### config.mk
export PLATFORM = sky130hd
export DESIGN_NAME = sdram_dl_arbiter
export DESIGN_NICKNAME = d
export VERILOG_FILES = /design/src/rtl/sdram_dl_arbiter.sv
export SDC_FILE = /design/constraint.sdc
export NUM_CORES = 1
export LEC_CHECK = 0
export CORE_UTILIZATION = 40
export CTS_BUF_LIST = sky130_fd_sc_hd__clkbuf_16
export DETAILED_ROUTE_END_ITERATION = 8
export PLACE_DENSITY_LB_ADDON = 0.3
export SLEW_MARGIN = 0
export SYNTH_ARGS = -nofsm -noshare
export SYNTH_HDL_FRONTEND = slang
export SYNTH_SLANG_ARGS = --single-unit
### constraint.sdc
create_clock -name clk -period 7.3 [get_ports clk]
set_clock_uncertainty 0.2 [all_clocks]
set_input_delay 0.73 -clock clk [delete_from_list [all_inputs] [get_ports clk]]
set_output_delay 0.73 -clock clk [all_outputs]
set_load 0.05 [all_outputs]
### src/rtl/sdram_dl_arbiter.sv
// sdram_dl_arbiter: shares the SDRAM request port between core traffic and byte-packed download writes.
// Optional feature macro SDRAM_DL_CHECKSUM_EN adds dl_checksum / dl_count download statistics.
module sdram_dl_arbiter #(
  parameter int ADDR_W       = 24,
  parameter int FIFO_DEPTH   = 4,
  parameter int MAX_CORE_RUN = 8
) (
  input  logic              clk,
  input  logic              reset,
  input  logic              dl_active,
  input  logic              dl_wr,
  input  logic [ADDR_W-1:0] dl_addr,
  input  logic [7:0]        dl_data,
  output logic              dl_busy,
  input  logic              core_req,
  input  logic              core_we,
  input  logic [ADDR_W-1:0] core_addr,
  input  logic [15:0]       core_wdata,
  input  logic [1:0]        core_be,
  output logic [15:0]       core_rdata,
  output logic              core_ack,
  output logic              mem_req,
  output logic              mem_we,
  output logic [ADDR_W-1:0] mem_addr,
  output logic [15:0]       mem_wdata,
  output logic [1:0]        mem_be,
  input  logic [15:0]       mem_rdata,
  input  logic              mem_ack
`ifdef SDRAM_DL_CHECKSUM_EN
  ,
  output logic [15:0]       dl_checksum,
  output logic [ADDR_W-1:0] dl_count
`endif
);

  localparam int PTR_W = (FIFO_DEPTH > 1) ? $clog2(FIFO_DEPTH) : 1;
  localparam int CNT_W = PTR_W + 1;
  localparam int RUN_W = $clog2(MAX_CORE_RUN + 1);
  localparam int WA_W  = ADDR_W - 1;

  localparam logic [CNT_W-1:0]  FULL_CNT   = CNT_W'(FIFO_DEPTH);
  localparam logic [CNT_W-1:0]  ALMOST_CNT = CNT_W'(FIFO_DEPTH - 1);
  localparam logic [RUN_W-1:0]  RUN_MAX    = RUN_W'(MAX_CORE_RUN);
  localparam logic [ADDR_W-1:0] WORD_MASK  = {{(ADDR_W-1){1'b1}}, 1'b0};

  typedef enum logic [1:0] {IDLE, CORE, DL} state_t;

  typedef struct packed {
    logic [WA_W-1:0] waddr;
    logic [15:0]     data;
    logic [1:0]      be;
  } dl_word_t;

  state_t state_q, state_d;

  logic            dl_active_q;
  logic            pk_valid;
  logic [WA_W-1:0] pk_waddr;
  logic [7:0]      pk_data;

  dl_word_t        fifo_mem [FIFO_DEPTH];
  logic [PTR_W-1:0] wr_ptr, rd_ptr;
  logic [CNT_W-1:0] count;
  logic [RUN_W-1:0] run_q;

  logic     fifo_full, fifo_empty;
  logic     accept, byte_odd, same_word, dl_fall;
  logic     push, pop, pk_load, pk_clear;
  dl_word_t push_word, head;
  logic     mem_ack_g, force_dl;
  logic     issue_core, issue_dl, core_done, dl_done;

  assign fifo_full  = (count == FULL_CNT);
  assign fifo_empty = (count == '0);
  assign head       = fifo_mem[rd_ptr];

  // Busy one slot early when a held byte could still need the last slot.
  assign dl_busy    = fifo_full || ((count == ALMOST_CNT) && pk_valid);
  assign accept     = dl_wr && !dl_busy;
  assign byte_odd   = dl_addr[0];
  assign same_word  = (pk_waddr == dl_addr[ADDR_W-1:1]);
  assign dl_fall    = dl_active_q && !dl_active;

  assign mem_ack_g  = mem_ack && mem_req;
  assign force_dl   = (run_q == RUN_MAX) && !fifo_empty;
  assign pop        = dl_done;

  // ---------------------------------------------------------------- packer
  // NOTE: every always_comb output gets a default first so no path leaves it unassigned (no latch).
  always_comb begin
    push      = 1'b0;
    push_word = '0;
    pk_load   = 1'b0;
    pk_clear  = 1'b0;
    if (accept) begin
      if (byte_odd) begin
        push = 1'b1;
        if (pk_valid && same_word) begin
          push_word.waddr = pk_waddr;
          push_word.data  = {dl_data, pk_data};
          push_word.be    = 2'b11;
          pk_clear        = 1'b1;
        end else begin
          push_word.waddr = dl_addr[ADDR_W-1:1];
          push_word.data  = {dl_data, 8'h00};
          push_word.be    = 2'b10;
        end
      end else begin
        pk_load = 1'b1;
        if (pk_valid && !same_word) begin
          push            = 1'b1;
          push_word.waddr = pk_waddr;
          push_word.data  = {8'h00, pk_data};
          push_word.be    = 2'b01;
        end
      end
    end else if (dl_fall && pk_valid && !fifo_full) begin
      push            = 1'b1;
      push_word.waddr = pk_waddr;
      push_word.data  = {8'h00, pk_data};
      push_word.be    = 2'b01;
      pk_clear        = 1'b1;
    end
  end

  // NOTE: sequential state uses non-blocking assignments so every flop samples pre-edge values.
  always_ff @(posedge clk) begin
    if (reset) begin
      dl_active_q <= 1'b0;
      pk_valid    <= 1'b0;
      pk_waddr    <= '0;
      pk_data     <= '0;
    end else begin
      dl_active_q <= dl_active;
      if (pk_load) begin
        pk_valid <= 1'b1;
        pk_waddr <= dl_addr[ADDR_W-1:1];
        pk_data  <= dl_data;
      end else if (pk_clear) begin
        pk_valid <= 1'b0;
      end
    end
  end

  // ------------------------------------------------------------------ FIFO
  // NOTE: the storage array has no reset; emptiness is tracked by the pointers and count alone.
  always_ff @(posedge clk) begin
    if (push) fifo_mem[wr_ptr] <= push_word;
  end

  always_ff @(posedge clk) begin
    if (reset) begin
      wr_ptr <= '0;
      rd_ptr <= '0;
      count  <= '0;
    end else begin
      if (push) wr_ptr <= wr_ptr + PTR_W'(1);
      if (pop)  rd_ptr <= rd_ptr + PTR_W'(1);
      if (push && !pop)      count <= count + CNT_W'(1);
      else if (pop && !push) count <= count - CNT_W'(1);
    end
  end

  // -------------------------------------------------------------- arbiter
  always_ff @(posedge clk) begin
    if (reset) state_q <= IDLE;
    else       state_q <= state_d;
  end

  always_comb begin
    state_d = state_q;
    unique case (state_q)
      IDLE: begin
        if (core_req && !force_dl) state_d = CORE;
        else if (!fifo_empty)      state_d = DL;
      end
      CORE, DL: if (mem_ack_g) state_d = IDLE;
      default: state_d = IDLE;
    endcase
  end

  always_comb begin
    issue_core = 1'b0;
    issue_dl   = 1'b0;
    core_done  = 1'b0;
    dl_done    = 1'b0;
    unique case (state_q)
      IDLE: begin
        issue_core = (state_d == CORE);
        issue_dl   = (state_d == DL);
      end
      CORE:    core_done = mem_ack_g;
      DL:      dl_done   = mem_ack_g;
      default: ;
    endcase
  end

  // Request fields are captured at grant time so they stay stable until mem_ack.
  always_ff @(posedge clk) begin
    if (reset) begin
      mem_req    <= 1'b0;
      mem_we     <= 1'b0;
      mem_addr   <= '0;
      mem_wdata  <= '0;
      mem_be     <= '0;
      core_ack   <= 1'b0;
      core_rdata <= '0;
    end else begin
      core_ack <= core_done;
      if (core_done) core_rdata <= mem_rdata;
      if (issue_core) begin
        mem_we    <= core_we;
        mem_addr  <= core_addr & WORD_MASK;
        mem_wdata <= core_wdata;
        mem_be    <= core_be;
      end else if (issue_dl) begin
        mem_we    <= 1'b1;
        mem_addr  <= {head.waddr, 1'b0};
        mem_wdata <= head.data;
        mem_be    <= head.be;
      end
      if (mem_ack_g)              mem_req <= 1'b0;
      else if (state_q != IDLE)   mem_req <= 1'b1;
    end
  end

  // Starvation guard: counts core completions while download words wait.
  always_ff @(posedge clk) begin
    if (reset)                              run_q <= '0;
    else if (fifo_empty || issue_dl)        run_q <= '0;
    else if (core_done && run_q != RUN_MAX) run_q <= run_q + RUN_W'(1);
  end

`ifdef SDRAM_DL_CHECKSUM_EN
  logic              dl_rise;
  logic [15:0]       sum_q;
  logic [ADDR_W-1:0] cnt_q;

  assign dl_rise = dl_active && !dl_active_q;

  always_ff @(posedge clk) begin
    if (reset) begin
      sum_q <= '0;
      cnt_q <= '0;
    end else if (dl_rise) begin
      sum_q <= accept ? {8'h00, dl_data} : 16'h0000;
      cnt_q <= accept ? ADDR_W'(1) : '0;
    end else if (dl_active && accept) begin
      sum_q <= sum_q + {8'h00, dl_data};
      cnt_q <= cnt_q + ADDR_W'(1);
    end
  end

  assign dl_checksum = sum_q;
  assign dl_count    = cnt_q;
`endif

endmodule

==> metrics.yaml, run 1 <==
global_routing:
  grt_overflow_total: 0
  track_usage_pct: 17.68
  antenna_found_initial: 1
  grt_pass1_vias: 7048
  grt_pass1_wl_um: 39600
  grt_max_degree: 64
detailed_routing:
  drt_first_pass_iters: 4
  drt_iter0_drc: 440
  totalWireLength_um: 25370
  wire_per_inst_um: 18.39
  viasPerCell: 5.085
  antenna_left: 0
  vias: 7017
  drc_errors: 0
logic_synthesis:
  synth-xor-area-share_pct: 2.313
  synth.distinct_cells: 58
  syn_nets: 931
  synth_top_family_by_area: "multiplexers"
  synth_edf_count: 164
  synth_area_um2: 11360
  yosys_warnings: 0
  synthCells: 822
  synth-seq-area-share_pct: 62.38
  synth-simple-area-share_pct: 7.037
  synth.area.mux_share_pct: 12.02
  syn_area_per_cell_um2: 13.82
  synth-seq-cells: 272
  synth_compound_area_share_pct: 10.87
  synth-main-ff-cell: "edfxtp_1"
  synth_adder_area_share_pct: 1.388
  synth-async-reset-ratio_pct: 0
cts:
  clockBufferDepth: 3
  htree_levels: 1
  cts_resized: 0
  cts_root_buf: "clkbuf_16"
  clk_latency_ns: 0.55
  cts_tree: "built"
  cts_setup_buffers: 0
  cts_buffers: 30
  clk_pin_slew_ns: 0.06
  cts_sinks: 272
  cts_hold_buf: 0
sta:
  hold_viol: 0
  relSlewSlack_pct: 39.45
  finalCritPeriodShare_pct: 50.44
  maxSlewViolCount: 0
  finalSetupViolCount: 0
  tightest_slew_ns: 0.9082
  rsz0062_at_grt: "false"
  post-route-min-period_ns: 3.682
  max_freq_ghz: 0.2716
  totalNegativeSetupSlack_ns: 0
power:
  ir_worst_vdd_uv: 171.5
  leakagePower_uw: 0.004836
  switching_share_pct: 30.21
  clkPwrFrac_pct: 33.2
  p_per_area_nw_per_um2: 302.1
  combPwrFrac_pct: 23.6
  switchingPower_uw: 1300
  seq_power_share_pct: 43.1
  power.internal_uw: 3003
  total_power_uw: 4303
die:
  die_area_um2: 29080
  die_x_um: 170.5
  initial_core_util_pct: 40.78
  rows: 61
  chipHeight_um: 170.5
  ios: 159
  core_area_um2: 27860
min_path:
  hold_class: "flop to flop"
  min-delay-start: "core_rdata[14]"
  hold_path_depth: 2
  worstHoldEndpoint: "core_rdata[14]"
worst_setup_path:
  rr_startpoint: "state_q[1]"
  end_kind: "flop"
  r2r_slack_ns: 3.62
  r2r_cells: 9
  crit_fanout: 42
  cp-start-kind: "flop"
  cp.required_ns: 7.57
  r2r_end: "mem_wdata[4]"
  crit_type: "flop to flop"
  critPathArrivalTime_ns: 3.95
final_layout:
  final_common_cell: "edfxtp_1"
  drive_above_1_share_pct: 13.79
  final_nets: 1086
  final_area_um2: 14240
  syn_to_final_growth_pct: 25.37
  nFillCells: 2417
  layout_common_cells: "edfxtp_1, clkdlybuf4s50_1, dfxtp_1, nand2_1, inv_1"
place:
  gp_routability_congestion: 0.7692
  place_area_um2: 13290
  port_buffers: 156
  dp_hpwl_um: 15680
run_status:
  status: "finished clean"
run:
  drv_cap: 0
[kinds of logic after synthesis]
logic type	Yosys count
muxes	85
and+or+nand+nor	173
buffers and inverters	105
other	1
DFF	272
xor gates and xnor gates	30
adders and majority gates	12
AOI/OAI and AO/OA	144
[synthesized netlist by cell type (all sizes together), types with 2 or more instances]
| cell | number | area [um2] |
|---|---|---|
| o211ai | 2 | 15.01 |
| nor3 | 4 | 20.02 |
| dfxtp | 108 | 2162 |
| o311ai | 2 | 35.04 |
| nor2b | 6 | 37.54 |
| mux2i | 43 | 430.4 |
| o21ai | 4 | 20.02 |
| nand3b | 2 | 15.01 |
| a21boi | 2 | 18.77 |
| o32ai | 23 | 351.6 |
| nor3b | 8 | 60.06 |
| and2 | 12 | 75.07 |
| mux4 | 41 | 923.4 |
| nor2 | 17 | 66.32 |
| buf | 22 | 138.9 |
| nor4 | 5 | 31.28 |
| a21oi | 52 | 260.3 |
| o21a | 2 | 15.01 |
| a211o | 2 | 17.52 |
| ha | 11 | 137.6 |
| nand2 | 102 | 382.9 |
| o2bb2ai | 41 | 359.1 |
| inv | 57 | 214.0 |
| nand4 | 4 | 25.02 |
| nand3 | 7 | 35.03 |
| xor2 | 29 | 254.0 |
| edfxtp | 164 | 4925 |
| clkbuf | 26 | 97.59 |
| o211a | 2 | 20.02 |
| a211oi | 4 | 42.54 |
[flip-flops by register name, indices dropped and copies added (netlist names), 3 cells and up, named ones only]
register and cells:
mem_wdata 16, run_q 4, count 3, mem_addr 23, core_rdata 16, pk_data 8
pk_waddr 23, fifo_mem 164
[per-layer routing]
metal	vias to the layer above	wire (um)	global-route usage, %
met5	-	0	0
met4	0	464	4.975
met3	40	1321	3.424
met2	182	12180	29.21
met1	3439	11400	23.68
li1	3356	-	-
[how the worst max path moves through the flow]
stage          slack (ns)  startpoint        endpoint  depth (start not counted)
2_1_floorplan        4.18   dl_active  fifo_mem[0][0]                          6
4_1_cts              3.58  state_q[1]    mem_wdata[4]                          9
6_report             3.62  state_q[1]    mem_wdata[4]                          9
3_3_place_gp         3.12     mem_ack    mem_addr[15]                          8
5_1_grt              3.35  state_q[1]    mem_addr[14]                          9
3_5_place_dp         3.09     mem_ack    mem_wdata[7]                          8
[final cells by class]
type / count / area [um2] / area share, %
tap: 378 / 473.0 / 3.320
multi-input combinational: 445 / 3846 / 27.00
sequential: 272 / 7089 / 49.77
inverter: 57 / 214.0 / 1.502
timing repair buffer: 171 / 1669 / 11.72
clock buffer: 31 / 775.7 / 5.446
antenna: 1 / 2.502 / 0.01757
clock inverter: 25 / 173.9 / 1.221
[power by group through the flow]
stage / clock [uW] / sequential, uW / combinational, uW
final: 1430 / 1860 / 1020
after CTS: 1470 / 1860 / 1030
after global placement: 0 / 1880 / 1020
after floorplan: 0 / 2130 / 454
after detailed placement: 0 / 1890 / 1030
after global routing: 1520 / 1870 / 1090
[through the flow]
step / hold slack, ns / util, % / setup slack, ns / instances
final: 0.2519 / 51.13 / 3.618 / 1380
after global routing: 0.2668 / 51.12 / 3.354 / 1379
after CTS: 0.2547 / 51.12 / 3.575 / 1379
after detailed placement: 0.2448 / 47.71 / 3.085 / 1323
after global placement: 0.2403 / 47.71 / 3.115 / 1323
after floorplan: 0.2315 / - / 4.184 / 822
[worst max-delay path: stages (launching register included)]
cell and delay [ns]:
dfxtp_1 0.44, inv_1 0.10, ha_1 0.28, a21boi_1 0.34, a211o_1 0.27, a211oi_4 0.05
buf_4 0.36, a311oi_4 0.89, buf_4 0.51, o2bb2ai_1 0.16
Note: power is estimated with default switching activity, not from simulation.
==> run 2, diff against run 1 <==
==> constraint.sdc (replaced) <==
create_clock -name clk -period 3.5 [get_ports clk]
set_clock_uncertainty 0.2 [all_clocks]
set_input_delay 0.35 -clock clk [delete_from_list [all_inputs] [get_ports clk]]
set_output_delay 0.35 -clock clk [all_outputs]
set_load 0.05 [all_outputs]
==> metrics.yaml, run 2 (synthesis gave the netlist of run 1 again) <==
worst_setup_path:
  crit_end: "mem_wdata[6]"
  crit_fanout: 25  # -40%
  critPathArrivalTime_ns: 3.42  # -0.53 ns
  end_kind: "flop"
  crit_type: "flop to flop"
  crit_start: "state_q[1]"
  cp.required_ns: 3.74  # -3.83 ns
  rr_startpoint: "state_q[1]"
  r2r_cells: 8  # -1
  r2r_end: "mem_wdata[6]"
  r2r_slack_ns: 0.32  # -3.30 ns
  cp-start-kind: "flop"
final_layout:
  layout_common_cells: "edfxtp_1, clkdlybuf4s50_1, dfxtp_1, nand2_1, inv_1"
  drive_above_1_share_pct: 14.81  # +1.0 points
  nFillCells: 2385  # -1.3%
  final_common_cell: "edfxtp_1"
  largest_register_ffs: 164  # unchanged
  final_nets: 1099  # +1.2%
  multi_input_area_um2: 3846  # unchanged
  regArea_um2: 7089  # unchanged
  reg_top3: "fifo_mem x164, mem_addr x23, pk_waddr x23"
  syn_to_final_growth_pct: 26.41
  top_register: "fifo_mem"
  fin_cells: 1393  # +0.94%
power:
  leakagePower_uw: 0.004917  # +1.7%
  p_per_area_nw_per_um2: 625.7  # +110%
  ir_worst_vdd_uv: 318.3  # +86%
cts:
  clk_latency_ns: 0.54  # about the same
  clockBufferDepth: 3  # unchanged
  cts_sinks: 272  # unchanged
  cts_root_buf: "clkbuf_16"
  cts_resized: 0  # unchanged
  clk_pin_slew_ns: 0.06  # about the same
  cts_buffers: 29  # -3.3%
  cts_hold_buf: 0  # unchanged
  cts_setup_buffers: 0  # unchanged
  cts_tree: "built"
  htree_levels: 1  # unchanged
sta:
  totalNegativeSetupSlack_ns: 0  # unchanged
  relSlewSlack_pct: 28.87  # -11 points
  hold_viol: 0  # unchanged
  finalCritPeriodShare_pct: 90.88  # +40 points
  rsz0062_at_grt: "false"
  maxSlewViolCount: 0  # unchanged
  max_freq_ghz: 0.3144  # +16%
  post-route-min-period_ns: 3.181  # -0.5013 ns
  tightest_slew_ns: 1.067  # +0.1588 ns
  finalSetupViolCount: 0  # unchanged
place:
  dp.cells: 1337  # +1.1%
  dp_hpwl_um: 16620  # +6.0%
  gp_routability_congestion: 0.7648  # -0.57%
  port_buffers: 156  # unchanged
detailed_routing:
  wire_per_inst_um: 18.70  # +1.7%
  top_layer_used: "met4"
  wl_met2_um: 12540  # +2.9%
  vias: 7149  # +1.9%
  met1_length_um: 11370  # -0.28%
  drt_first_pass_iters: 5  # +1
  totalWireLength_um: 26050  # +2.7%
  viasPerCell: 5.132  # +0.93%
  antenna_left: 0  # unchanged
  wl_met3_um: 1596  # +21%
  drt_iter0_drc: 435  # -1.1%
  drc_errors: 0  # unchanged
die:
  chipHeight_um: 170.5  # unchanged
  core_area_um2: 27860  # unchanged
  initial_core_util_pct: 40.78  # unchanged
  die_area_um2: 29080  # unchanged
  ios: 159  # unchanged
  die_x_um: 170.5  # unchanged
  rows: 61  # unchanged
run_status:
  status: "finished clean"
min_path:
  hold_class: "input pin to flop"
global_routing:
  grt_pass1_wl_um: 40250  # +1.6%
  antenna_found_initial: 2  # +1
  grt_max_degree: 63  # -1.6%
  grt_overflow_total: 0  # unchanged
  track_usage_pct: 18.16  # +0.48 points
  grt_pass1_vias: 7294  # +3.5%
run:
  drv_cap: 0  # unchanged
run 2: worst min path at each step:
stage	from	end	slack [ns]	cells after the start
after floorplan	pk_data[0]	pk_data[0]	0.23	2
after global placement	core_rdata[3]	core_rdata[3]	0.24	2
after detailed placement	pk_data[1]	pk_data[1]	0.24	2
after CTS	reset	wr_ptr[1]	0.02	4
after global routing	reset	mem_we	0.05	3
final	reset	wr_ptr[1]	0.03	4
run 2: critical path, stage by stage (launching register included):
cell and delay, ns:
dfxtp_1 0.44, inv_1 0.10, ha_1 0.27, a21boi_1 0.35, a211o_1 0.26, a211oi_4 0.07, a311oi_4 0.92, buf_12 0.28
o2bb2ai_1 0.16
run 2: where the power goes:
part	switching (uW)	internal, uW	leakage [uW]
Clock	1220	1740	0.000505
Combinational	1340	823	0.00203
Sequential	155	3720	0.00238
run 2: metal layers:
layer / up-vias / track usage, %
met3: 36 / 3.840
met5: - / 0
met2: 206 / 30.28
met4: 0 / 4.975
li1: 3392 / -
met1: 3515 / 23.93
run 2: area by class of cell:
cell class / count / area share [%]
repair buffers: 185 / 12.53
inverters: 57 / 1.490
clock inverters: 23 / 1.106
flip-flops and latches: 272 / 49.36
diodes: 2 / 0.03485
clock buffers: 31 / 5.402
multi-input cells: 445 / 26.78
well taps: 378 / 3.293
run 2: metrics by stage:
step / utilization (%) / power (uW) / hold slack [ns] / worst slack (ns) / cell area (um2)
after global placement: 48.18 / 6085 / 0.2405 / 0.1783 / 13420
after global routing: 51.54 / 9360 / 0.04930 / 0.1070 / 14360
after CTS: 51.53 / 9090 / 0.02201 / 0.2864 / 14360
after detailed placement: 48.18 / 6115 / 0.2420 / 0.1660 / 13420
final: 51.55 / 8986 / 0.02919 / 0.3191 / 14360
after floorplan: - / 5391 / 0.2315 / 0.4102 / 11360
